--- src/rtl/water_tank_level_monitor_pkg.sv ---
// Shared types and pure helpers for the tank level monitor: FSM states,
// level width derivation and probe pattern classification.
package water_tank_pkg;

  typedef enum logic [1:0] {INIT, VALID, SUSPECT, FAULT} state_t;

  function automatic int level_width(input int num_sensors);
    return $clog2(num_sensors + 1);
  endfunction

  // A thermometer code is 2^k-1, so adding one clears every set bit.
  function automatic logic is_thermometer(input logic [15:0] v);
    return (v & (v + 16'd1)) == 16'd0;
  endfunction

  function automatic logic [4:0] ones_count(input logic [15:0] v);
    logic [4:0] n;
    n = '0;
    for (int i = 0; i < 16; i++) n = n + {4'd0, v[i]};
    return n;
  endfunction

endpackage

--- src/rtl/water_tank_level_monitor_if.sv ---
// Probe inputs and level/fault outputs of the tank monitor. The bench drives
// through master, the monitor sits on slave.
interface water_tank_level_monitor_if
  import water_tank_pkg::*;
#(
  parameter int NUM_SENSORS = 3
) ();
  localparam int LEVEL_W = level_width(NUM_SENSORS);

  logic [NUM_SENSORS-1:0] level_indicator_i;
  logic                   fault_clear_i;
  logic [LEVEL_W-1:0]     level_o;
  logic                   level_valid_o;
  logic                   level_changed_o;
  logic                   empty_o;
  logic                   full_o;
  logic                   fault_o;
  logic                   fault_sticky_o;

  modport master (
    output level_indicator_i, fault_clear_i,
    input  level_o, level_valid_o, level_changed_o, empty_o, full_o,
           fault_o, fault_sticky_o
  );

  modport slave (
    input  level_indicator_i, fault_clear_i,
    output level_o, level_valid_o, level_changed_o, empty_o, full_o,
           fault_o, fault_sticky_o
  );
endinterface

--- src/rtl/water_tank_level_monitor_sensor_debouncer.sv ---
// One probe: 2-flop synchroniser followed by a debounce counter that only lets
// the filtered bit follow after DEBOUNCE_CYCLES consecutive disagreements.
module sensor_debouncer #(
  parameter int DEBOUNCE_CYCLES = 4
) (
  input  logic clk_i,
  input  logic rst_n_i,
  input  logic raw,
  output logic filt
);
  localparam int CW = (DEBOUNCE_CYCLES > 1) ? $clog2(DEBOUNCE_CYCLES) : 1;

  logic [1:0]    sync_pipe;
  logic [CW-1:0] cnt;

  always_ff @(posedge clk_i or negedge rst_n_i) begin
    if (!rst_n_i) begin
      sync_pipe <= '0;
      cnt       <= '0;
      filt      <= 1'b0;
    end else begin
      sync_pipe <= {sync_pipe[0], raw};
      if (sync_pipe[1] == filt) begin
        cnt <= '0;
      end else if (cnt == CW'(DEBOUNCE_CYCLES - 1)) begin
        filt <= sync_pipe[1];
        cnt  <= '0;
      end else begin
        cnt <= cnt + 1'b1;
      end
    end
  end

endmodule

--- src/rtl/water_tank_level_monitor.sv ---
// Tank level monitor: debounced probes, thermometer validation, binary level
// and a persistence-filtered fault with a sticky flag.
module water_tank_level_monitor
  import water_tank_pkg::*;
#(
  parameter int NUM_SENSORS     = 3,
  parameter int DEBOUNCE_CYCLES = 4,
  parameter int FAULT_CYCLES    = 8
) (
  input logic                       clk_i,
  input logic                       rst_n_i,
  water_tank_level_monitor_if.slave bus
);
  localparam int LEVEL_W     = level_width(NUM_SENSORS);
  localparam int INIT_CYCLES = 2 + DEBOUNCE_CYCLES;
  localparam int IW          = $clog2(INIT_CYCLES);
  localparam int FW          = (FAULT_CYCLES > 1) ? $clog2(FAULT_CYCLES) : 1;

  logic [NUM_SENSORS-1:0] filt;
  logic                   pat_ok;
  logic [LEVEL_W-1:0]     pat_lvl;

  state_t             state, state_n;
  logic [IW-1:0]      init_cnt, init_n;
  logic [FW-1:0]      fcnt, fcnt_n;
  logic [LEVEL_W-1:0] level_q, level_n;
  logic               valid_q, valid_n;
  logic               changed_q, changed_n;
  logic               fault_q, fault_n;
  logic               sticky_q, sticky_n;

  for (genvar g = 0; g < NUM_SENSORS; g++) begin : g_probe
    sensor_debouncer #(.DEBOUNCE_CYCLES(DEBOUNCE_CYCLES)) u_deb (
      .clk_i  (clk_i),
      .rst_n_i(rst_n_i),
      .raw    (bus.level_indicator_i[g]),
      .filt   (filt[g])
    );
  end

  assign pat_ok  = is_thermometer(16'(filt));
  assign pat_lvl = LEVEL_W'(ones_count(16'(filt)));

  always_comb begin
    state_n   = state;
    init_n    = init_cnt;
    fcnt_n    = fcnt;
    level_n   = level_q;
    valid_n   = valid_q;
    changed_n = 1'b0;
    fault_n   = fault_q;
    unique case (state)
      INIT: begin
        valid_n = 1'b0;
        if (init_cnt != IW'(INIT_CYCLES - 1)) init_n = init_cnt + 1'b1;
      end
      SUSPECT: begin
        // n-th consecutive invalid sample sets fcnt to n-1; the FAULT_CYCLES-th faults
        if (!pat_ok) begin
          if (int'(fcnt) == FAULT_CYCLES - 2) begin
            state_n = FAULT;
            fault_n = 1'b1;
            valid_n = 1'b0;
          end else begin
            fcnt_n = fcnt + 1'b1;
          end
        end
      end
      FAULT: begin
        valid_n = 1'b0;
        fault_n = 1'b1;
      end
      default: ;
    endcase

    // Shared decisions: any valid pattern outside INIT's hold period is accepted,
    // and the first invalid sample after INIT or VALID starts the fault timer.
    if (state != INIT || init_cnt == IW'(INIT_CYCLES - 1)) begin
      if (pat_ok) begin
        state_n   = VALID;
        level_n   = pat_lvl;
        valid_n   = 1'b1;
        fault_n   = 1'b0;
        fcnt_n    = '0;
        changed_n = (pat_lvl != level_q);
      end else if (state == INIT || state == VALID) begin
        fcnt_n = '0;
        if (FAULT_CYCLES == 1) begin
          state_n = FAULT;
          fault_n = 1'b1;
          valid_n = 1'b0;
        end else begin
          state_n = SUSPECT;
        end
      end
    end

    if (state_n == FAULT && state != FAULT) sticky_n = 1'b1;
    else if (bus.fault_clear_i)             sticky_n = 1'b0;
    else                                    sticky_n = sticky_q;
  end

  always_ff @(posedge clk_i or negedge rst_n_i) begin
    if (!rst_n_i) begin
      state     <= INIT;
      init_cnt  <= '0;
      fcnt      <= '0;
      level_q   <= '0;
      valid_q   <= 1'b0;
      changed_q <= 1'b0;
      fault_q   <= 1'b0;
      sticky_q  <= 1'b0;
    end else begin
      state     <= state_n;
      init_cnt  <= init_n;
      fcnt      <= fcnt_n;
      level_q   <= level_n;
      valid_q   <= valid_n;
      changed_q <= changed_n;
      fault_q   <= fault_n;
      sticky_q  <= sticky_n;
    end
  end

  assign bus.level_o         = level_q;
  assign bus.level_valid_o   = valid_q;
  assign bus.level_changed_o = changed_q;
  assign bus.empty_o         = valid_q && (level_q == '0);
  assign bus.full_o          = valid_q && (level_q == LEVEL_W'(NUM_SENSORS));
  assign bus.fault_o         = fault_q;
  assign bus.fault_sticky_o  = sticky_q;

endmodule

--- src/flat_wrapper.sv ---
// flat-port wrapper written by rule: the top's interface ports become plain ports
module water_tank_level_monitor_flat import water_tank_pkg::*;
#(
  parameter int NUM_SENSORS     = 3,
  parameter int DEBOUNCE_CYCLES = 4,
  parameter int FAULT_CYCLES    = 8
)
  (clk_i, rst_n_i, bus_level_indicator_i, bus_fault_clear_i, bus_level_o, bus_level_valid_o, bus_level_changed_o, bus_empty_o, bus_full_o, bus_fault_o, bus_fault_sticky_o);
  water_tank_level_monitor_if #(.NUM_SENSORS(NUM_SENSORS)) bus_i ();
  input logic clk_i;
  input logic rst_n_i;
  input wire logic [$bits(bus_i.level_indicator_i)-1:0] bus_level_indicator_i;
  input wire logic [$bits(bus_i.fault_clear_i)-1:0] bus_fault_clear_i;
  output wire logic [$bits(bus_i.level_o)-1:0] bus_level_o;
  output wire logic [$bits(bus_i.level_valid_o)-1:0] bus_level_valid_o;
  output wire logic [$bits(bus_i.level_changed_o)-1:0] bus_level_changed_o;
  output wire logic [$bits(bus_i.empty_o)-1:0] bus_empty_o;
  output wire logic [$bits(bus_i.full_o)-1:0] bus_full_o;
  output wire logic [$bits(bus_i.fault_o)-1:0] bus_fault_o;
  output wire logic [$bits(bus_i.fault_sticky_o)-1:0] bus_fault_sticky_o;
  assign bus_i.level_indicator_i = bus_level_indicator_i;
  assign bus_i.fault_clear_i = bus_fault_clear_i;
  assign bus_level_o = bus_i.level_o;
  assign bus_level_valid_o = bus_i.level_valid_o;
  assign bus_level_changed_o = bus_i.level_changed_o;
  assign bus_empty_o = bus_i.empty_o;
  assign bus_full_o = bus_i.full_o;
  assign bus_fault_o = bus_i.fault_o;
  assign bus_fault_sticky_o = bus_i.fault_sticky_o;
  water_tank_level_monitor #(.NUM_SENSORS(NUM_SENSORS), .DEBOUNCE_CYCLES(DEBOUNCE_CYCLES), .FAULT_CYCLES(FAULT_CYCLES)) u_core (.clk_i(clk_i), .rst_n_i(rst_n_i), .bus(bus_i));
endmodule
--- config.mk ---
export PLATFORM = sky130hd
export DESIGN_NAME = water_tank_level_monitor_flat
export DESIGN_NICKNAME = d
export VERILOG_FILES = /design/src/rtl/water_tank_level_monitor_pkg.sv /design/src/rtl/water_tank_level_monitor_if.sv /design/src/rtl/water_tank_level_monitor_sensor_debouncer.sv /design/src/rtl/water_tank_level_monitor.sv /design/src/flat_wrapper.sv
export SDC_FILE = /design/constraint.sdc
export NUM_CORES = 1
export LEC_CHECK = 0
export ABC_AREA = 1
export CAP_MARGIN = 20
export CORE_MARGIN = 2
export CORE_UTILIZATION = 40
export CTS_CLUSTER_DIAMETER = 200
export DETAILED_ROUTE_END_ITERATION = 7
export GPL_ROUTABILITY_DRIVEN = 0
export PLACE_DENSITY = 0.64
export SYNTH_ARGS = -nofsm -noshare
export SYNTH_HDL_FRONTEND = slang
export SYNTH_SLANG_ARGS = --single-unit
--- constraint.sdc ---
create_clock -name clk_i -period 1.3 [get_ports clk_i]
set_input_delay 0.39 -clock clk_i [delete_from_list [all_inputs] [get_ports clk_i]]
set_output_delay 0.39 -clock clk_i [all_outputs]
set_load 0.005 [all_outputs]
==> metrics, run 1 <==
main combinational cell family by area after synthesis simple AND/OR/NAND/NOR gates; Min-Delay Startpoint u_core.g_probe[2].u_deb.sync_pipe[0]$_DFF_PN0_; post-layout min period about 1.5 ns; drt first pass iters 4; post-synthesis xor/xnor area fraction 0.0476; Int Pwr 0.00239 W; post-route setup slack -0.232 ns; multiplexer area fraction after synthesis 0.00875; Final Hold Fails 0; total CTS buffers 5; fillers 253; reg2reg setup slack -0.02 ns; vias in the first global route 992; CP Class reg -> out; NumNets Final about 180; CTS sink cnt 29; Final ANT Viol Nets 0; Reg2Reg Capture Point u_core.bus.level_changed_o$_DFF_PN0_; hold slack between 0.3 and 0.4 ns; initial DRC count 46; width of the die slightly above 60 um; fin crit share 1.18; FMAX between 600 and 700 MHz; Simple-Gate Fraction of Synth Area 0.188; switching share of total power 0.375; WP data arrival about 1.1 ns; Worst Max-Slew Pin Slew between 0.2 and 0.25 ns; Worst setup SP type flip-flop; die area 3690 um2; logic gate share of total power 0.513; Die Y 60.7 um; Post-DP HPWL 1610 um; # setup viols final 6; IO buf count 13; fin cells between 200 and 250; peak fanout along the critical path 2; async set-reset flop share out of synthesis 1.00; cell taking the most area after synthesis dfrtp_1; NetSw about 0.0014 W; largest net degree at the start of global routing 30; Mapped Cells 126; hold-fix buffer count after cts 0; Syn Std Cell Area between 1000 and 1500 um2; Post-Synthesis Mean Instance Area between 10 and 15 um2; RSZ-0062 raised after global routing true; Crit path required time between 0.9 and 1 ns; Worst Hold Class reg -> reg; Clock transition at path regs 0.08 ns; Post-synth EDFFs 0; global route total overflow 0; sequential area share after synthesis 0.564; Area contributors post-synth dfrtp_1 56%, nand2_1 8.7%, ha_1 6.8%; clock power share 0.143; post-synthesis adder-cell area fraction 0.0836; placed insts about 190; Yosys reg bits 29; antenna violations before repair 0; final worst clock skew approximately 0.006 ns; CTS tree done; Via Count ~970; syn nets 140; ant diodes 0; vias per inst between 4 and 5; most common library cells after synthesis 30 x nand2_1, 29 x dfrtp_1, 15 x inv_1; starting density of the core 0.422; Critical Path Source u_core.bus.level_o[1]$_DFFE_PN0P_; Slew headroom 0.840; CORE AREA roughly 3100 um2; root buf cell clkbuf_4; Netlist cell types 21; area delta synth->final 41.5%; first-pass GRT wire length 4030 um; most frequent cell after synthesis nand2_1; Boundary Pins 14; sequential cell fraction of total power 0.344; clk buf depth 2; top-area cell type share of the netlist area 0.564; Crit. End Element primary output; routed length per placed instance 11.6 um; total track usage 0.155; Place WS -0.210 ns; final-report max-slew violation count 0; Synth Area in Compound Gates 0.0534; Synth warnings 0; status complete, but fails checks; violated checks setup timing; maximum vdd ir drop between 0.001 and 0.0015 V; H-tree Lvls 2; PwrDens 2100 nW/um2; Most used DFF post-synth dfrtp_1; CP endpoint bus_empty_o; reg-to-reg startpoint u_core.g_probe[2].u_deb.filt$_DFFE_PN0P_; Reg2Reg Depth 3; final WL 2470 um; total of max-cap violations 0; leakage 0.883 nW; worst-skew pair later-pin latency between 0.3 and 0.4 ns; Cells on Worst Hold Path 0; Row Count 20; share of layout cells above drive strength 1 0.402; DRC viols 0
through the flow:
step	setup TNS, ns	utilization	cell area [um2]	total power (W)
after detailed placement	-0.412	0.514	1570	0.00282
after global placement	-0.289	0.514	1570	0.00277
after floorplan	0	-	1290	0.00222
after CTS	-0.656	0.545	1660	0.00349
final	-0.873	0.597	1820	0.00382
after global routing	-1.23	0.597	1820	0.00412
layout make-up:
cell class	count	area, um2	area share
Clock buffer	7	55.1	0.0302
Inverter	19	71.3	0.0391
Timing Repair Buffer	36	324	0.178
Multi-Input combinational cell	78	591	0.324
Sequential cell	29	726	0.398
Tap cell	44	55.1	0.0302
routing by layer:
| metal | vias to the layer above | wire [um] | track usage |
|---|---|---|---|
| li1 | 478 | - | - |
| met1 | 472 | 955 | 0.149 |
| met2 | 16 | 1380 | 0.281 |
| met3 | 5 | 107 | 0.0661 |
| met4 | 0 | 29 | 0.0776 |
| met5 | - | 0 | 0 |
registers in the layout, summed over array words and instances, names as in the netlist:
signal and count:
u_core.bus.fault_o 1, u_core.fcnt 3, u_core.bus.level_changed_o 1, u_core.g_probe.u_deb.filt 3
u_core.state 2, u_core.bus.level_valid_o 1, u_core.g_probe.u_deb.sync_pipe 6, u_core.g_probe.u_deb.cnt 6
u_core.bus.fault_sticky_o 1, u_core.init_cnt 3, u_core.bus.level_o 2
power groups by stage:
stage	Clock [W]	Sequential [W]	Combinational, W
global placement	0	0.00131	0.00146
finish	0.000547	0.00131	0.00196
global route	0.000610	0.00134	0.00217
detailed placement	0	0.00132	0.00149
floorplan	0	0.00135	0.000865
CTS	0.000566	0.00130	0.00162
critical path: stages (launching register included):
cell,delay [ns]
dfrtp_1,0.41
buf_6,0.13
nor3_4,0.14
buf_2,0.13
placed cells by master, fill, tap and decap left out, drive strengths merged:
| master | Yosys | layout |
|---|---|---|
| nand2 | 33 | 33 |
| buf | 0 | 30 |
| dfrtp | 29 | 29 |
| inv | 19 | 19 |
| clkbuf | 0 | 8 |
| xnor2 | 7 | 7 |
| o21ai | 7 | 7 |
| nor2 | 7 | 7 |
| ha | 7 | 7 |
| a21oi | 6 | 6 |
| clkdlybuf4s50 | 0 | 5 |
| nor3 | 4 | 4 |
| nand3 | 4 | 4 |
| mux2 | 1 | 1 |
| nand4 | 1 | 1 |
| fa | 1 | 1 |
how the worst min path moves through the flow:
stage                                                endpoint  slack [ns]
2_1_floorplan                    u_core.bus.fault_o$_DFF_PN0_        0.09
3_3_place_gp   u_core.g_probe[0].u_deb.sync_pipe[1]$_DFF_PN0_        0.34
3_5_place_dp   u_core.g_probe[2].u_deb.sync_pipe[1]$_DFF_PN0_        0.33
4_1_cts        u_core.g_probe[2].u_deb.sync_pipe[1]$_DFF_PN0_        0.35
5_1_grt        u_core.g_probe[2].u_deb.sync_pipe[1]$_DFF_PN0_        0.36
6_report       u_core.g_probe[2].u_deb.sync_pipe[1]$_DFF_PN0_        0.35
cell families after synthesis:
group,Yosys count
multiplexers,1
flip-flops,29
buffers and inverters,19
AND/OR/NAND/NOR,49
adder cells (fa/ha/maj),8
XOR/XNOR,7
AO/OA/AOI/OAI,13
what timing repair did:
item                                    in CTS  in global routing
gates resized for setup                     39                 30
endpoints found under the setup margin       9                 16
setup buffers                                5                  8
pin swaps                                    2                  7
(Power assumes the default switching activity.)
==> run 2, diff against run 1 <==
CELL_PAD_IN_SITES_DETAIL_PLACEMENT = 0   (was unset)
CELL_PAD_IN_SITES_GLOBAL_PLACEMENT = 1   (was unset)
CORE_UTILIZATION = 38   (was 40)
PLACE_DENSITY = 0.75   (was 0.64)
==> run 2 against run 1 <==
Critical path type unchanged. Worst setup slack lost 0.0011 ns. Cell count shrank 0.94%. Clock skew grew 0.0039 ns. Sequential share of layout area grew 2.3 points. Largest cell class unchanged. The run still ends with setup timing left. Global-route usage shrank 2.9 points. Critical path depth is the same. Die area grew 4.9%. Sequential cell count is the same.
==> metrics, run 2 (synthesis gave the netlist of run 1 again) <==
PwrDens 2090 nW/um2 (-0.17%); final WL 2240 um (-9.2%); Place WS -0.214 ns (-0.00385 ns); NetSw 0.00136 W (-5.3%); Sequential Area 728 um2 (+0.34%); Final ANT Viol Nets 0 (unchanged); final-report max-slew violation count 0 (unchanged); leakage 0.845 nW (-4.3%); Int Pwr 0.00226 W (-5.4%); # setup viols final 5 (-1); total track usage 0.126 (-0.0286); clk buf depth 2 (unchanged); fillers 315 (+25%); reg2reg setup slack -0.06 ns (-0.04 ns); Worst Max-Slew Pin Slew 0.204 ns (-0.0332 ns); Die Y 62.2 um (+2.4%); Post-DP Area 1560 um2 (-0.80%); H-tree Lvls 2 (unchanged); finished layout cell area 1730 um2 (-5.2%); vias in the first global route 877 (-12%); global route total overflow 0 (unchanged); peak fanout along the critical path 2 (unchanged); IO buf count 13 (unchanged); CTS sink cnt 29 (unchanged); post-layout min period 1.53 ns (+0.00113 ns); width of the die 62.2 um (+2.4%); Row Count 21 (+5.0%); largest net degree at the start of global routing 30 (unchanged); CP Class reg -> out; CTS tree done; Worst Hold Class reg -> reg; area delta synth->final 34.1%; maximum vdd ir drop 0.000927 V (-23%); starting density of the core 0.392 (-0.0297); status complete, but fails checks; sequential cell fraction of total power 0.371 (+0.027); worst-skew pair later-pin latency 0.33 ns (about the same); fin crit share 1.18 (about the same); Worst setup SP type flip-flop; vias per inst 4.41 (-3.2%); total of max-cap violations 0 (unchanged); drt first pass iters 4 (unchanged); area of the multi-input gates 537 um2 (-9.1%); DRC viols 0 (unchanged); WP data arrival 1.14 ns (about the same); NumNets Final 178 (-2.7%); total CTS buffers 5 (unchanged); Crit path required time 0.91 ns (about the same); Slew headroom 0.863 (+0.0233); Boundary Pins 14 (unchanged); Crit. End Element primary output; logic gate share of total power 0.455 (-0.058); FMAX 652 MHz (about the same); clock power share 0.174 (+0.031); Post-DP HPWL 1530 um (-4.9%); violated checks setup timing; post-route setup slack -0.233 ns (-0.00113 ns); ant diodes 0 (unchanged); RSZ-0062 raised after global routing true; most common cell after layout, fill and taps aside dfrtp_1; biggest regs u_core.g_probe.u_deb.cnt x6, u_core.g_probe.u_deb.sync_pipe x6; routed length per placed instance 10.6 um (-8.3%); most frequent cells in the layout 27 x dfrtp_1, 25 x nand2_1, 13 x inv_1, 12 x buf_4; CORE AREA 3280 um2 (+7.6%); final worst clock skew 0.00982 ns (+0.00389 ns); initial DRC count 20 (-57%); first-pass GRT wire length 3710 um (-8.0%); die area 3870 um2 (+4.9%); root buf cell clkbuf_4; Via Count 931 (-4.1%); Clock transition at path regs 0.10 ns (+0.02 ns); switching share of total power 0.376 (+0.000429); share of layout cells above drive strength 1 0.370 (-0.0327); Final Hold Fails 0 (unchanged); antenna violations before repair 0 (unchanged)
==> run 2: final timing paths <==
kind | end | depth (start not counted) | start
worst max register to register | u_core.bus.level_changed_o$_DFF_PN0_ | 3 | u_core.g_probe[1].u_deb.filt$_DFFE_PN0P_
worst max-delay path | bus_empty_o | 3 | u_core.bus.level_o[0]$_DFFE_PN0P_
max in group asynchronous | u_core.g_probe[2].u_deb.filt$_DFFE_PN0P_ | 2 | rst_n_i
min in group asynchronous | u_core.bus.level_changed_o$_DFF_PN0_ | 2 | rst_n_i
worst min-delay path | u_core.g_probe[1].u_deb.sync_pipe[1]$_DFF_PN0_ | 0 | u_core.g_probe[1].u_deb.sync_pipe[0]$_DFF_PN0_
worst min register to register | u_core.g_probe[1].u_deb.sync_pipe[1]$_DFF_PN0_ | 0 | u_core.g_probe[1].u_deb.sync_pipe[0]$_DFF_PN0_
==> run 2: timing repair <==
action	CTS	global route
endpoints found under the setup margin	11	11
hold buffers	0	0
buffers inserted	2	7
resized for setup	36	17
pin swaps	1	4
==> run 2: power by group through the flow <==
stage / Combinational (W) / Sequential, W / Clock (W)
3_5_place_dp: 0.00143 / 0.00134 / 0
4_1_cts: 0.00145 / 0.00132 / 0.000649
2_1_floorplan: 0.000865 / 0.00135 / 0
3_3_place_gp: 0.00139 / 0.00133 / 0
6_report: 0.00164 / 0.00134 / 0.000629
5_1_grt: 0.00184 / 0.00137 / 0.000703
==> run 2: stage by stage <==
stage               hold slack, ns  utilization  power, W  setup TNS [ns]  cells
global route                 0.380        0.526   0.00392          -0.858    211
detailed placement           0.339        0.474   0.00277          -0.360    194
CTS                          0.367        0.496   0.00342          -0.549    204
global placement             0.337        0.474   0.00272          -0.261    194
floorplan                   0.0944            -   0.00222               0    126
finish                       0.362        0.526   0.00361          -0.580    211
==> run 2: per-layer routing <==
layer	GRT usage	up-vias	wire, um
li1	-	468	-
met1	0.148	436	990
met2	0.196	22	1110
met3	0.0399	5	90
met4	0.0917	0	50
met5	0	-	0
==> run 2: worst max-delay path: stages, from the launching register on <==
cell,delay [ns]
dfrtp_1,0.42
buf_6,0.13
nor3_4,0.14
buf_2,0.13
==> run 2: cell type report <==
cell class | instances | share of cell area
multi-input cells | 78 | 0.311
repair buffers | 31 | 0.152
clock buffers | 7 | 0.0377
clock inverters | 1 | 0.00290
well taps | 46 | 0.0333
flip-flops and latches | 29 | 0.422
inverters | 19 | 0.0413
